$ cat config.mk
export PLATFORM = sky130hd
export DESIGN_NAME = mem_port_arbiter
export DESIGN_NICKNAME = d
export VERILOG_FILES = /design/src/rtl/mem_port_arbiter_pkg.sv /design/src/rtl/mem_port_arbiter_arb_pick2.sv /design/src/rtl/mem_port_arbiter.sv
export SDC_FILE = /design/constraint.sdc
export NUM_CORES = 1
export LEC_CHECK = 0
export ABC_AREA = 1
export CORE_MARGIN = 2
export CORE_UTILIZATION = 38
export CTS_CLUSTER_DIAMETER = 100
export CTS_CLUSTER_SIZE = 20
export DETAILED_ROUTE_END_ITERATION = 7
export PLACE_DENSITY = 0.8
export SKIP_CTS_REPAIR_TIMING = 1
export SLEW_MARGIN = 20
export SYNTH_ARGS = -nofsm -noshare
export SYNTH_HDL_FRONTEND = slang
export SYNTH_SLANG_ARGS = --single-unit
$ cat constraint.sdc
create_clock -name clk -period 1.27 [get_ports clk]
set_clock_uncertainty 0.05 [all_clocks]
set_input_delay 0.254 -clock clk [delete_from_list [all_inputs] [get_ports clk]]
set_output_delay 0.254 -clock clk [all_outputs]
set_load 0.05 [all_outputs]
$ cat src/rtl/mem_port_arbiter_pkg.sv
// rtl/mem_port_arbiter_pkg.sv - shared types and constants for the fetch/load-store memory port arbiter
package mem_port_arbiter_pkg;

    localparam int DATA_W  = 32;
    localparam int WMASK_W = 4;

    typedef enum logic [1:0] {
        IDLE     = 2'd0,
        REQ      = 2'd1,
        WAIT_RSP = 2'd2
    } state_e;

    typedef enum logic {
        ID_IF = 1'b0,
        ID_LS = 1'b1
    } req_id_e;

endpackage

$ cat src/rtl/mem_port_arbiter_arb_pick2.sv
// rtl/mem_port_arbiter_arb_pick2.sv - two-requester tie-break; ARB_ROUND_ROBIN_EN selects round-robin over fixed ls priority
module arb_pick2
    import mem_port_arbiter_pkg::*;
(
    input  logic    req_if_i,
    input  logic    req_ls_i,
    input  req_id_e last_i,
    output req_id_e winner_o
);

`ifndef ARB_ROUND_ROBIN_EN
    logic unused_last;
    assign unused_last = last_i;
`endif

    always_comb begin
        winner_o = ID_IF;
        if (req_ls_i && !req_if_i) begin
            winner_o = ID_LS;
        end else if (req_ls_i && req_if_i) begin
`ifdef ARB_ROUND_ROBIN_EN
            // Hand the tie to whoever lost last time.
            winner_o = (last_i == ID_LS) ? ID_IF : ID_LS;
`else
            winner_o = ID_LS;
`endif
        end
    end

endmodule

$ cat src/rtl/mem_port_arbiter.sv
// rtl/mem_port_arbiter.sv - single-outstanding arbiter of fetch and load/store onto one memory port (ARB_ROUND_ROBIN_EN: round-robin ties)
module mem_port_arbiter
    import mem_port_arbiter_pkg::*;
#(
    parameter int ADDR_W = 32
) (
    input  logic               clk,
    input  logic               rst,

    input  logic               if_req,
    input  logic [ADDR_W-1:0]  if_addr,
    output logic               if_gnt,
    output logic               if_rvalid,
    output logic [DATA_W-1:0]  if_rdata,

    input  logic               ls_req,
    input  logic               ls_we,
    input  logic [ADDR_W-1:0]  ls_addr,
    input  logic [DATA_W-1:0]  ls_wdata,
    input  logic [WMASK_W-1:0] ls_wmask,
    output logic               ls_gnt,
    output logic               ls_rvalid,
    output logic [DATA_W-1:0]  ls_rdata,

    output logic               mem_valid,
    input  logic               mem_ready,
    output logic               mem_we,
    output logic [ADDR_W-1:0]  mem_addr,
    output logic [DATA_W-1:0]  mem_wdata,
    output logic [WMASK_W-1:0] mem_wmask,
    input  logic               mem_rvalid,
    input  logic [DATA_W-1:0]  mem_rdata,

    output logic               busy
);

    state_e             state_q;
    req_id_e            id_q;
    logic               we_q;
    logic [ADDR_W-1:0]  addr_q;
    logic [DATA_W-1:0]  wdata_q;
    logic [WMASK_W-1:0] wmask_q;
    logic [DATA_W-1:0]  if_rdata_q;
    logic [DATA_W-1:0]  ls_rdata_q;
    req_id_e            winner_d;
    req_id_e            last_win;
    logic               accept;
    logic               respond;

`ifdef ARB_ROUND_ROBIN_EN
    req_id_e last_q;
    assign last_win = last_q;
`else
    assign last_win = ID_IF;
`endif

    arb_pick2 u_pick (
        .req_if_i (if_req),
        .req_ls_i (ls_req),
        .last_i   (last_win),
        .winner_o (winner_d)
    );

    // Handshake and response pulses are decoded from state so they land in the same cycle as the bus event.
    assign accept  = (state_q == REQ) && mem_ready;
    assign respond = (state_q == WAIT_RSP) && mem_rvalid;

    assign if_gnt    = accept  && (id_q == ID_IF);
    assign ls_gnt    = accept  && (id_q == ID_LS);
    assign if_rvalid = respond && (id_q == ID_IF);
    assign ls_rvalid = respond && (id_q == ID_LS);
    assign if_rdata  = if_rvalid ? mem_rdata : if_rdata_q;
    assign ls_rdata  = ls_rvalid ? mem_rdata : ls_rdata_q;

    assign mem_valid = (state_q == REQ);
    assign mem_we    = we_q;
    assign mem_addr  = addr_q;
    assign mem_wdata = wdata_q;
    assign mem_wmask = wmask_q;
    assign busy      = (state_q != IDLE);

    always_ff @(posedge clk) begin
        if (!rst) begin
            state_q    <= IDLE;
            id_q       <= ID_IF;
            we_q       <= 1'b0;
            addr_q     <= '0;
            wdata_q    <= '0;
            wmask_q    <= '0;
            if_rdata_q <= '0;
            ls_rdata_q <= '0;
`ifdef ARB_ROUND_ROBIN_EN
            last_q     <= ID_IF;
`endif
        end else begin
            case (state_q)
                IDLE: begin
                    if (if_req || ls_req) begin
                        id_q    <= winner_d;
                        state_q <= REQ;
                        if (winner_d == ID_LS) begin
                            we_q    <= ls_we;
                            addr_q  <= ls_addr;
                            wdata_q <= ls_wdata;
                            wmask_q <= ls_we ? ls_wmask : '0;
                        end else begin
                            we_q    <= 1'b0;
                            addr_q  <= if_addr;
                            wdata_q <= '0;
                            wmask_q <= '0;
                        end
                    end
                end
                REQ: begin
                    if (mem_ready) begin
                        state_q <= WAIT_RSP;
`ifdef ARB_ROUND_ROBIN_EN
                        last_q  <= id_q;
`endif
                    end
                end
                WAIT_RSP: begin
                    if (mem_rvalid) begin
                        state_q <= IDLE;
                        if (id_q == ID_LS) ls_rdata_q <= mem_rdata;
                        else               if_rdata_q <= mem_rdata;
                    end
                end
                default: state_q <= IDLE;
            endcase
        end
    end

endmodule

==> impl_metrics.csv <==
group,metric,value,unit
placed_design,place_ws,-0.725,ns
clock_tree,cts_root_buffer,"clkbuf_16",
critical_path,crit_type,"reg -> out",
detailed_routing,totalWireLength,27400,um
clock_tree,cts-buffers-inserted,17,
critical_path,cp_max_fo,11,
power,leakage,0.00605,uW
detailed_routing,drt-initial-drc-count,376,
critical_path,worstPathRequired,0.97,ns
placed_design,dp_hpwl,16000,um
worst_hold_path,hold_end,"state_q[1]",
die,coreArea,15800,um^2
yosys,ys_top_cells_by_area,"dfxtp_1 44%, nand2_1 20%, inv_1 12%",
critical_path,cp_num_cells,8,
critical_path,arrival,1.81,ns
cells_and_area,multi_input_area,3000,um^2
yosys,yosysWarnings,0,
placed_design,globalplace.congestion,0.791,
detailed_routing,antenna_left,0,
critical_path,rr_startpoint,"state_q[0]",
critical_path,r2r_setup_slack,-0.29,ns
worst_hold_path,min-delay-start,"mem_rvalid",
global_route,gr-total-overflow,0,
sta,timing.final.ws_setup,-0.845,ns
critical_path,cp_common_cell,"buf_12",
yosys,syn_inst,971,
critical_path,slowest_stage,"dfxtp_4",
yosys,synth-seq-cells,136,
global_route,grt_max_degree,60,
die,die_w,131,um
cells_and_area,seq_area,2810,um^2
critical_path,worst-r2r-cell-count,10,
critical_path,crit_buf_inv,5,
sta,fmax,0.473,GHz
global_route,grt_antenna_before_repair,0,
global_route,grtUsageTotal,24.9,%
yosys,ys_seq_area_share,44.3,%
detailed_routing,drt_pass1_iterations,5,
critical_path,cp-end-kind,"output port",
clock_tree,clk_latency,0.42,ns
global_route,grt_pass1_wl,34600,um
critical_path,cp-start-kind,"register",
sta,tns,-68.97,ns
worst_hold_path,hold_path_depth,4,
die,die_h,131,um
power,ir_drop,0.000975,V
die,initial_core_util,38.8,%
sta,tightestPinTransition,0.357,ns
cells_and_area,final.fill_count,764,
yosys,ys_types,17,
yosys,synth_fp_nets,1110,
detailed_routing,post_drt_via_cell_ratio,4.81,
sta,post-route-min-period,2.12,ns
sta,report.final.slew_viol_count,0,
clock_tree,cts_tree,"yes",
die,design.portCount,278,
detailed_routing,drc,0,
yosys,syn_area,6150,um^2
cells_and_area,area_growth,118,%
sta,rsz0062_at_grt,"yes",
die,die-area,17200,um^2
clock_tree,clock-sinks,136,
sta,slew_headroom,76.2,%
clock_tree,ctsLongestPathBuffers,2,
detailed_routing,wl_per_cell,17.5,um
status,violations,"setup timing",
yosys,yosysTopAreaCell,"dfxtp_1",
placed_design,placed_area,11600,um^2
yosys,syn_avg_cell_area,6.33,um^2
cells_and_area,final_area,13400,um^2
critical_path,crit_chain,"inv_4, nor2_4, buf_12, buf_6, nand4_1, nand2_2, clkinvlp_4, buf_12",
worst_hold_path,worstHoldPathType,"in -> reg",
cells_and_area,drive_above_1_share,43.1,%
yosys,synth_top_area_share,44.3,%
cells_and_area,nNetsFinal,1481,
sta,final_hold_viol_count,0,
sta,setup_viol,192,
clock_tree,clk_pin_slew,0.06,ns
clock_tree,htree_levels,4,
critical_path,critPathMaxStageDelay,0.37,ns
critical_path,r2r-end,"mem_wdata[26]",
sta,period_share,167,%
critical_path,timing.critical_path.max_delay_family,"buffers and inverters",
power,power.density,1110,nW/um^2
global_route,grt_pass1_vias,7038,
placed_design,portBuffers,277,
die,rows,46,
flow_run,cap_violations,0,
status,outcome,"finished, violations left",
detailed_routing,vias,7561,
## tightest hold or removal path, cell delays in order
cell	delay, ns
dlymetal6s2s_1	0.20
inv_1	0.08
nand2_1	0.09
a21oi_1	0.07
## metal layers
metal	part of all wire (%)	routed length, um	vias up	GRT usage, %
met5	0	0	-	0
met2	53	14700	361	45.9
li1	-	-	3592	-
met3	7.4	2020	75	8.56
met1	35	9550	3533	25.8
met4	4.3	1190	0	9.66
## registers in the layout (all words and copies together) (netlist names)
signal,cells
mem_wmask,4
id_q,1
state_q,2
ls_rdata_q,32
if_rdata_q,32
mem_addr,32
mem_we,1
mem_wdata,32
## logic make-up (layout without fill, tap and decap cells)
family / after synthesis / count (layout) / synth area share [%]
compound gates: 73 / 73 / 6.01
other cells: 0 / 1 / 0
simple gates: 504 / 504 / 32.6
buf+inv: 258 / 641 / 17.1
flops: 136 / 136 / 44.3
## synthesized netlist by cell type
cell / count
o21ai_1: 32
inv_2: 3
clkinv_1: 1
nand2_1: 332
buf_2: 16
nor2_1: 132
nor2_4: 2
inv_1: 198
dfxtp_1: 136
a21oi_1: 40
o21ai_2: 1
nand4_1: 37
clkbuf_1: 27
nor2_2: 1
buf_1: 2
buf_4: 5
buf_6: 6
## worst max-delay path by stage
stage,startpoint,to,slack [ns]
2_1_floorplan,state_q[1],ls_rdata[10],-0.23
3_3_place_gp,mem_rvalid,ls_rdata[24],-0.69
3_5_place_dp,mem_rvalid,if_rdata[9],-0.72
4_1_cts,state_q[1],if_rdata[26],-0.83
5_1_grt,state_q[1],if_rdata[24],-0.90
6_report,state_q[1],if_rdata[24],-0.85
## where the power goes
group,switching (uW),internal (uW),leakage [uW]
logic,2410,2310,0.00461
clock network,1950,3460,0.000305
registers,237,4550,0.00114
total,4600,10300,0.00605
## stage by stage
stage | hold slack, ns | std cells | power [uW] | util [%]
floorplan | 0.351 | 971 | 6630 | -
global placement | 0.436 | 1495 | 8720 | 73.2
detailed placement | 0.441 | 1495 | 8790 | 73.2
CTS | 0.328 | 1526 | 14100 | 77.3
global route | 0.284 | 1570 | 15300 | 84.7
finish | 0.266 | 1571 | 14900 | 84.7
## final cells by class
class	instances	share of cell area (%)
Timing Repair Buffer	408	42.6
Multi-Input combinational cell	577	22.4
Sequential cell	136	21.0
Inverter	202	7.21
Clock buffer	21	3.52
Tap cell	216	2.02
Clock inverter	10	1.24
Antenna cell	1	0.0187
## placed cells by master, fill, tap and decap left out, types with 24 or more instances in the layout
cell type        instances
buf_12                 156
nor2_1                 112
a21oi_2                 24
nand4_1                 37
clkdlybuf4s50_1        137
buf_4                   77
nand2_1                266
nand2_2                 63
dfxtp_1                 69
inv_4                   31
clkinvlp_4              35
dfxtp_2                 64
inv_1                  131
clkbuf_16               33
Power figures use the tool's default switching activity.
